==> src/rtl/noc_params.sv <==
// noc_params: shared NoC flit format, label encoding and field widths.
package noc_params;
    localparam int COORD_W = 2;
    localparam int PAYLOAD_W = 32;
    localparam int VC_ID_W = 2;
    typedef enum logic [1:0] {HEAD = 2'd0, BODY = 2'd1, TAIL = 2'd2, HEADTAIL = 2'd3} flit_label_t;
    typedef struct packed {
        flit_label_t label;
        logic [VC_ID_W-1:0] vc_id;
        logic [COORD_W-1:0] x_dest;
        logic [COORD_W-1:0] y_dest;
        logic [PAYLOAD_W-1:0] data;
    } flit_t;
endpackage

==> src/rtl/rr_vc_picker.sv <==
// rr_vc_picker: round-robin grant over a request vector, searching from last+1.
module rr_vc_picker #(
    parameter int N = 2,
    parameter int IW = (N > 1) ? $clog2(N) : 1
) (
    input  logic [N-1:0]  i_req,
    input  logic [IW-1:0] i_last,
    output logic [N-1:0]  o_gnt,
    output logic [IW-1:0] o_idx,
    output logic          o_any
);
    logic [IW-1:0] w_k;
    always_comb begin
        o_gnt = '0;
        o_idx = '0;
        o_any = 1'b0;
        w_k = '0;
        for (int i = 1; i <= N; i++) begin
            w_k = IW'((int'(i_last) + i) % N);
            if (!o_any && i_req[w_k]) begin
                o_any = 1'b1;
                o_gnt[w_k] = 1'b1;
                o_idx = w_k;
            end
        end
    end
endmodule

==> src/rtl/packet_injector.sv <==
// packet_injector: turns core header/payload requests into HEAD/BODY/TAIL flits
// on a round-robin chosen VC of the router LOCAL port.
module packet_injector
    import noc_params::*;
#(
    parameter int VC_NUM = 2,
    parameter int MAX_PKT_LEN = 8,
    parameter int LEN_W = $clog2(MAX_PKT_LEN + 1)
) (
    input  logic                 clk,
    input  logic                 rst,
    input  logic                 req_valid_i,
    output logic                 req_ready_o,
    input  logic [COORD_W-1:0]   dest_x_i,
    input  logic [COORD_W-1:0]   dest_y_i,
    input  logic [LEN_W-1:0]     len_i,
    input  logic                 payload_valid_i,
    output logic                 payload_ready_o,
    input  logic [PAYLOAD_W-1:0] payload_i,
    output flit_t                data_o,
    output logic                 valid_flit_o,
    input  logic [VC_NUM-1:0]    on_off_i,
    input  logic [VC_NUM-1:0]    is_allocatable_i,
    output logic                 busy_o,
    output logic                 error_o
);
    localparam int VC_W = (VC_NUM > 1) ? $clog2(VC_NUM) : 1;
    typedef enum logic [1:0] {IDLE, VC_SEL, SEND} state_t;
    state_t r_state, w_next;
    logic [VC_W-1:0] r_last_vc, r_vc, w_idx;
    logic [LEN_W-1:0] r_len, r_rem;
    logic [COORD_W-1:0] r_dx, r_dy;
    logic r_err, w_any, w_hdr, w_bad, w_head, w_body;
    logic [VC_NUM-1:0] w_gnt;
    rr_vc_picker #(.N(VC_NUM), .IW(VC_W)) u_pick (
        .i_req(is_allocatable_i),
        .i_last(r_last_vc),
        .o_gnt(w_gnt),
        .o_idx(w_idx),
        .o_any(w_any)
    );
    assign req_ready_o = (r_state == IDLE);
    assign busy_o = (r_state != IDLE);
    assign error_o = r_err;
    assign w_hdr = req_valid_i && req_ready_o;
    assign w_bad = len_i > LEN_W'(MAX_PKT_LEN);
    assign w_head = (r_state == VC_SEL) && w_any && on_off_i[w_idx];
    assign payload_ready_o = (r_state == SEND) && on_off_i[r_vc];
    assign w_body = payload_ready_o && payload_valid_i;
    assign valid_flit_o = w_head || w_body;
    always_comb begin
        data_o = '0;
        if (w_head) begin
            data_o.label = (r_len == '0) ? HEADTAIL : HEAD;
            data_o.vc_id = VC_ID_W'(w_idx);
            data_o.x_dest = r_dx;
            data_o.y_dest = r_dy;
        end else if (w_body) begin
            data_o.label = (r_rem == LEN_W'(1)) ? TAIL : BODY;
            data_o.vc_id = VC_ID_W'(r_vc);
            data_o.data = payload_i;
        end
    end
    always_comb begin
        w_next = r_state;
        unique case (r_state)
            IDLE:    w_next = (w_hdr && !w_bad) ? VC_SEL : IDLE;
            VC_SEL:  w_next = !w_head ? VC_SEL : (r_len == '0) ? IDLE : SEND;
            SEND:    w_next = (w_body && r_rem == LEN_W'(1)) ? IDLE : SEND;
            default: w_next = IDLE;
        endcase
    end
    always_ff @(posedge clk or negedge rst) begin
        if (!rst) r_state <= IDLE;
        else r_state <= w_next;
    end
    // Oversized headers are swallowed and only flagged one cycle later.
    always_ff @(posedge clk or negedge rst) begin
        if (!rst) begin
            r_last_vc <= VC_W'(VC_NUM - 1);
            r_vc <= '0;
            r_len <= '0;
            r_rem <= '0;
            r_dx <= '0;
            r_dy <= '0;
            r_err <= 1'b0;
        end else begin
            r_err <= w_hdr && w_bad;
            if (w_hdr && !w_bad) begin
                r_len <= len_i;
                r_rem <= len_i;
                r_dx <= dest_x_i;
                r_dy <= dest_y_i;
            end
            if (w_head) begin
                r_vc <= w_idx;
                r_last_vc <= w_idx;
            end
            if (w_body) r_rem <= r_rem - LEN_W'(1);
        end
    end
endmodule
==> config.mk <==
export PLATFORM = sky130hd
export DESIGN_NAME = packet_injector
export DESIGN_NICKNAME = d
export VERILOG_FILES = /design/src/rtl/noc_params.sv /design/src/rtl/rr_vc_picker.sv /design/src/rtl/packet_injector.sv
export SDC_FILE = /design/constraint.sdc
export NUM_CORES = 1
export LEC_CHECK = 0
export ABC_AREA = 1
export BUFFER_PORTS_ARGS = -buffer_cell sky130_fd_sc_hd__clkbuf_2
export CORE_AREA = 3 3 58 60
export DETAILED_ROUTE_END_ITERATION = 7
export DIE_AREA = 0 0 61 63
export PLACE_DENSITY_LB_ADDON = 0.3
export REMOVE_ABC_BUFFERS = 1
export SYNTH_ARGS = -nofsm -noshare
export SYNTH_HDL_FRONTEND = slang
export SYNTH_SLANG_ARGS = --single-unit
==> constraint.sdc <==
create_clock -name clk -period 2 [get_ports clk]
set_input_delay 0.2 -clock clk [delete_from_list [all_inputs] [get_ports clk]]
set_output_delay 0.2 -clock clk [all_outputs]
set_load 0.05 [all_outputs]
# Word-level counts from Yosys, hierarchy flattened
# Index checks and enable logic that the tools add are counted.
[op_classes]
n_reduce_logical = 16
div = 0
multipliers = 0
n_eq_ne = 3
n_bitwise = 0
add_sub_neg = 3
n_lt_le_gt_ge = 5
shifts = 0
mux = 26
[op_table]
columns = ["cell", "count"]
rows = [
  ["$mux 32", 2],
  ["$mux 4", 5],
  ["$mux 1", 13],
  ["$mux 2", 5],
  ["$logic_and 1x1->1", 9],
  ["$lt 1x2->1 const B", 4],
  ["$pmux 2 s3", 1],
  ["$eq 4x1->1 const B", 1],
  ["$gt 4x4->1 const B", 1],
  ["$logic_not 4->1", 1],
  ["$reduce_bool 2->1", 2],
  ["$sub 4x1->4 const B", 1],
  ["$add 1x1->1 const B", 2],
  ["$eq 2x1->1 const B", 1],
  ["$eq 2x2->1 const B", 1],
  ["$logic_not 1->1", 2],
  ["$logic_not 2->1", 1],
  ["$logic_or 1x1->1", 1],
]
[totals]
latch_bits = 0
mem_count = 0
romBits = 0
elab_cells = 61
inputBits = 48
regBits = 17
ramBits = 0

# Longest topological paths before layout
# Gate-level depths: netlist (run 1).
[depth]
depth_word = 12
ltp_mapped = 9
ltp_nobuf = 8

# By module
# Synthesis (run 1) repeated with hierarchy kept, for this count alone.
[unflattened]
cells_unflattened = 201
hier_area_um2 = 1260.0
[by_module_without_submodules]
columns = ["module", "instances", "area_each_um2", "cells_each", "seq_area_each_um2"]
rows = [
  ["packet_injector", 1, 1229.9, 194, 426.7],
  ["rr_vc_picker", 1, 30.0, 7, 0.0],
]

# Worst setup path after synthesis (run 1)
# OpenSTA, ideal clock, no wires.
[synth_path]
kind = "register -> output"
start = "reg r_state[0]"
end = "out data_o[36] (netlist name)"
arrival_time_ns = 1.958
stages_incl_launch_ff = 5
path_slack_ns = -0.158
required_time_ns = 1.800
path_cell_list = "dfrtp_1 > nor2_2 > nand3_2 > buf_2 > o21ai_0"
[synth_lines]
columns = ["element", "line_no", "rtl"]
rows = [
  ["from (decl)", "packet_injector.sv:29", "state_t r_state, w_next;"],
  ["from (signal assigned)", "packet_injector.sv:75", "else r_state <= w_next;"],
  ["to (decl)", "packet_injector.sv:20", "output flit_t data_o,"],
]

==> metrics, run 1 <==
status=complete, no violations; setup repair bufs after CTS=0; Clock Skews=0.00188 ns; Initial Utilization=41.1%; Area Overhead vs Synth=45.1%; global-route wire length before repair=5020 µm; Post-Synthesis Cells=196; WL/cell=9.32 µm; htree depth=1; reg2reg setup slack=approximately 0.62 ns; WHS=0.145 ns; Place WS=about 0.45 ns; Num CTS Buffers=3; worst hold stages=3; number of global-route vias before repair=1249; Synth Warn #=0; Layout Utilization=59.7%; CTS root buf=clkbuf_4; GPL Wtd Cong=0.771; FP Rows=20; reg2reg path depth=5; min cycle time layout=between 1.5 and 2 ns; Seq/Total Area, Yosys=34.8%; Critical Path Source Type=register; CTS tree=done; grt ovf=0; layout cells sized above 1=38.4%; VDD IR max=between 0.0008 and 0.0009 V; DIE AREA=0.00384 mm²; Critical Path End Type=output pin; R2R Path End=r_rem[1]; CTS sink cnt=17; syn avg cell area=6.25 µm²; Die X=61 µm; 1st-pass router iterations=4; Tcrit/Tclk final=93.2%; Core ar.=0.00298 mm²; Yosys reg bits=17; WP data arrival=1.66 ns; total negative slack=0 ns; DRC Markers=0; max incr delay on CP=0.42 ns; Worst-Skew Late Latency=about 0.28 ns; initial antenna violation count=0; crit path cell chain=nor2_2 -> nand3_2 -> buf_4 -> nor2_1 -> clkbuf_2; # diodes=0; Yosys cell types=25; clk slew on worst S/H paths=0.10 ns; Max Cap Violations=0; Vias=1386; f_max=537 MHz; Min-Delay Path Class=input port to register; Final ANT Viol Nets=0; DRT iter0 DRCs=35; final hold violations=0; Synth Cell Area=between 0.001 and 0.0015 mm²; Hold Startpoint=dest_x_i[1]; PwrDens=between 1000 and 1500 mW/mm²; Nets=340; CP startpoint=r_state[0]; I/O pin count=93; area occupied by multi-input gates=about 570 µm²; CP max-delay cell=dfrtp_1; CP Class=register to output pin; largest net degree at the start of global routing=23; final WL=3000 µm; Clock Path Buffers=2; worst hold endpoint=r_dx[1]; Die Ht=63 µm; Leak=roughly 1.3 nW; Critical Path RT=1.80 ns; Setup violations, final=0; PortBufs=91; FF-to-FF Start=r_state[0]; Via density=between 4 and 5; max-slew violations=0; sequential cell area=427 µm²; crit path max fanout=22; All-Layer GR Usage=about 16%; RSZ-0062 raised after global routing=false; Post-DP HPWL=2560 µm; Setup WS post-layout=0.136 ns; Pwr Total=2.01 mW; Filler cells=about 300
## sequential cells by signal (all words and copies together) (netlist names)
signal and count:
r_state 2, r_rem 4, r_dy 2, r_last_vc 1, r_vc 1, error_o 1, r_dx 2, r_len 4
## logic make-up (layout without fill, tap and decap cells)
kind of cell / Yosys count / in the layout / synth area share (%)
and+or+nand+nor: 110 / 110 / 38.5
buffers and inverters: 58 / 151 / 18.9
xor gates and xnor gates: 1 / 1 / 0.715
DFF: 17 / 17 / 34.8
other: 1 / 1 / 0.306
AOI/OAI and AO/OA: 7 / 7 / 4.70
adders and majority gates: 2 / 2 / 2.04
## worst max-delay path, delay by kind of cell, from the launching register on
kind                   cells  cell delay [ns]
buffers and inverters      2             0.52
and+or+nand+nor            3             0.44
DFF                        1             0.42
## final cells by class
| class | count | area share [%] |
|---|---|---|
| multi-input cells | 121 | 31.9 |
| repair buffers | 95 | 29.3 |
| flip-flops and latches | 17 | 24.0 |
| inverters | 52 | 11.0 |
| well taps | 33 | 2.32 |
| clock buffers | 3 | 1.27 |
| clock inverters | 1 | 0.281 |
## power by group
| part | internal, mW | switching [mW] | leakage (nW) | total (mW) |
|---|---|---|---|---|
| Clock | 0.0742 | 0.107 | 0.0177 | 0.182 |
| Sequential | 0.511 | 0.0883 | 0.205 | 0.600 |
| Combinational | 0.360 | 0.871 | 1.03 | 1.23 |
| Total | 0.945 | 1.07 | 1.26 | 2.01 |
## per-stage QoR
step / cell area, µm² / instances
CTS: 1780 / 322
floorplan: 1190 / 190
global placement: 1740 / 317
global route: 1780 / 322
finish: 1780 / 322
detailed placement: 1740 / 317
## routing by layer
| layer | up-vias | wire length, µm | share of wire, % | global-route usage [%] |
|---|---|---|---|---|
| li1 | 749 | - | - | - |
| met1 | 584 | 1220 | 41 | 18.3 |
| met2 | 51 | 1500 | 50 | 30.9 |
| met3 | 2 | 260 | 8.7 | 2.48 |
| met4 | 0 | 21 | 0.70 | 4.07 |
| met5 | - | 0 | 0 | 0 |
## worst max path at each step
stage          depth (start not counted)  slack (ns)         end
5_1_grt                                6       0.003  data_o[16]
3_5_place_dp                           5        0.45   data_o[7]
6_report                               5        0.14   data_o[7]
4_1_cts                                7        0.12   data_o[7]
2_1_floorplan                          3       -0.50  data_o[36]
3_3_place_gp                           5        0.45   data_o[7]
## what timing repair did
item,4_1_cts,5_1_grt
resized for setup,0,7
setup endpoints to repair,0,7
hold buffers,1,0
endpoints found under the hold margin,16,0
## Yosys cell counts
cell type / n / area share [%]
nor2_4: 1 / 0.92
nand3_1: 16 / 6.5
dfrtp_1: 16 / 33
buf_6: 1 / 0.92
dfstp_2: 1 / 2.1
inv_2: 1 / 0.31
inv_1: 51 / 16
a21oi_2: 4 / 2.9
nor2_2: 2 / 1.0
buf_2: 2 / 0.82
nand2_4: 1 / 0.92
conb_1: 1 / 0.31
o21ai_0: 2 / 0.82
ha_1: 2 / 2.0
nand3_2: 1 / 0.82
nand3b_1: 1 / 0.61
nor3_1: 1 / 0.41
nor2_1: 43 / 13
xor2_1: 1 / 0.72
clkbuf_1: 2 / 0.61
or2_2: 1 / 0.51
o211ai_2: 1 / 1.0
nand2_1: 41 / 13
nand4_1: 2 / 1.0
buf_4: 1 / 0.61
## layout by cell type (no fill, tap or decap), drive strengths merged, types with 2 or more instances in the layout
| cell type | synthesis | layout |
|---|---|---|
| ha | 2 | 2 |
| a21oi | 4 | 4 |
| nand4 | 2 | 2 |
| clkbuf | 2 | 88 |
| inv | 52 | 52 |
| nor2 | 46 | 46 |
| dfrtp | 16 | 16 |
| o21ai | 2 | 2 |
| buf | 4 | 9 |
| nand2 | 42 | 42 |
| nand3 | 17 | 17 |
Power figures use the tool's default switching activity.
==> run 2, diff against run 1 <==
- REMOVE_ABC_BUFFERS: 1 -> unset
==> run 2 against run 1 <==
Net effect:
- via count fell by 0.87%
- cell area fell by 0.14%
- register-to-register slack barely moved
- sequential power barely moved
- sequential share of layout area barely moved
- combinational power barely moved
- critical path type unchanged
==> metrics, run 2 (synthesis gave the netlist of run 1 again) <==
status=complete, no violations; Clock Skews=0.0158 ns (+0.0139 ns); commonest non-fill, non-tap cell in the layout=clkbuf_2; Worst-Skew Late Latency=0.30 ns (+0.02 ns); Initial Utilization=41.1% (unchanged); initial antenna violation count=0 (unchanged); Comb power frac=60.8% (-0.4 points); Place WS=0.377 ns (-0.0771 ns); GRT met2 Usage=30.3% (-0.53 points); largest net degree at the start of global routing=22 (-4.3%); Final ANT Viol Nets=0 (unchanged); Num CTS Buffers=3 (unchanged); internal power=0.934 mW (-1.1%); Area Overhead vs Synth=44.9%; CTS sink cnt=17 (unchanged); Filler cells=328 (+9.7%); setup repair bufs after CTS=0 (unchanged); Via density=4.28 (-0.56%); Max Cap Violations=0 (unchanged); PwrDens=1130 mW/mm² (+0.24%); CTS root buf=clkbuf_4; crit path max fanout=20 (-9.1%); reg2reg setup slack=0.61 ns (about the same); Post-DP HPWL=2640 µm (+3.1%); FP Rows=20 (unchanged); total negative slack=0 ns (unchanged); Die X=61 µm (unchanged); Core ar.=0.00298 mm² (unchanged); WL/cell=10.1 µm (+8.7%); GPL Wtd Cong=0.736 (-4.5%); VDD IR max=0.000652 V (-25%); final hold violations=0 (unchanged); layout cells sized above 1=38.5% (+0.13 points); # diodes=0 (unchanged); Critical Path End Type=output pin; Nets=339 (-0.29%); syn_nets=around 250; largest registers=r_len (4), r_rem (4); 1st-pass router iterations=4 (unchanged); placed inst area=0.00173 mm² (-0.43%); Die Ht=63 µm (unchanged); All-Layer GR Usage=17.9% (+1.5 points); Tcrit/Tclk final=95.2% (+2.0 points); min cycle time layout=1.90 ns (+0.0410 ns); Critical Path RT=1.80 ns (about the same); Net Sw Power=1.08 mW (+1.2%); Setup violations, final=0 (unchanged); Final Instance Area=0.00178 mm² (-0.14%); Seq pwr share=29.9% (about the same); global-route wire length before repair=5380 µm (+7.3%); I/O pin count=93 (unchanged); WHS=0.131 ns (-0.0136 ns); CTS tree=done; Vias=1374 (-0.87%); grt ovf=0 (unchanged); DRT iter0 DRCs=27 (-23%); f_max=525 MHz (-2.2%); PortBufs=91 (unchanged); Pwr Total=2.01 mW (about the same); final WL=3250 µm (+8.4%); Clk pwr share=9.3% (+0.3 points); Critical Path Source Type=register; global-route track usage on met1=22.1% (+3.9 points); Leak=1.25 nW (-0.49%); max-slew violations=0 (unchanged); grt met3 use=4.34% (+1.9 points); number of global-route vias before repair=1315 (+5.3%); htree depth=1 (unchanged); most frequent cells in the layout=clkbuf_2 (84), inv_1 (51), nor2_1 (42); clk slew on worst S/H paths=0.11 ns (about the same); Clock Path Buffers=2 (unchanged); DIE AREA=0.00384 mm² (unchanged); Setup WS post-layout=0.0951 ns (-0.0410 ns); Min-Delay Path Class=input port to register; WP data arrival=1.70 ns (+0.04 ns); CP Class=register to output pin; DRC Markers=0 (unchanged); global route hottest layer=met2; Switching Fraction=53.6% (+0.58 points)
## run 2: critical path: stages (launching register included)
cell and delay [ns]:
dfrtp_1 0.41, inv_1 0.06, nor2_2 0.18, nand3_2 0.12, buf_4 0.21, nor2_1 0.12
clkbuf_2 0.29
## run 2: layout make-up
cell class	instances	area, µm²	share of cell area, %
clock inverter	1	5.00	0.282
timing repair buffer	94	515	29.0
inverter	52	195	11.0
sequential	17	427	24.0
multi-input combinational	121	569	32.1
clock buffer	3	22.5	1.27
tap	33	41.3	2.33
## run 2: final timing paths
| kind | from | end | cells past startpoint |
|---|---|---|---|
| min in group asynchronous | rst | r_state[0] | 2 |
| hold reg to reg | r_len[0] | r_len[0] | 2 |
| setup reg to reg | r_state[1] | r_rem[1] | 6 |
| hold / removal | dest_x_i[1] | r_dx[1] | 3 |
| setup / recovery | r_state[1] | data_o[11] | 6 |
| max in group asynchronous | rst | r_last_vc | 2 |
## run 2: power by group through the flow
stage / combinational, mW / sequential [mW] / clock (mW)
CTS: 1.23 / 0.600 / 0.194
detailed placement: 1.23 / 0.605 / 0
floorplan: 0.939 / 0.601 / 0
finish: 1.22 / 0.602 / 0.187
global route: 1.36 / 0.624 / 0.209
global placement: 1.21 / 0.601 / 0
## run 2: through the flow
stage | instances | util, %
after detailed placement | 316 | 58.1
after floorplan | 196 | -
final | 321 | 59.6
after CTS | 321 | 59.4
after global routing | 321 | 59.6
after global placement | 316 | 58.1
## run 2: per-layer routing
metal / vias to the layer above / part of all wire [%]
li1: 749 / -
met1: 580 / 45
met2: 41 / 49
met3: 4 / 4.9
met4: 0 / 0.58
met5: - / 0
## run 2: repair_timing
action | 4_1_cts | 5_1_grt
endpoints found under the setup margin | 0 | 12
endpoints found under the hold margin | 16 | 0
hold buffers | 1 | 0
resized for setup | 0 | 9
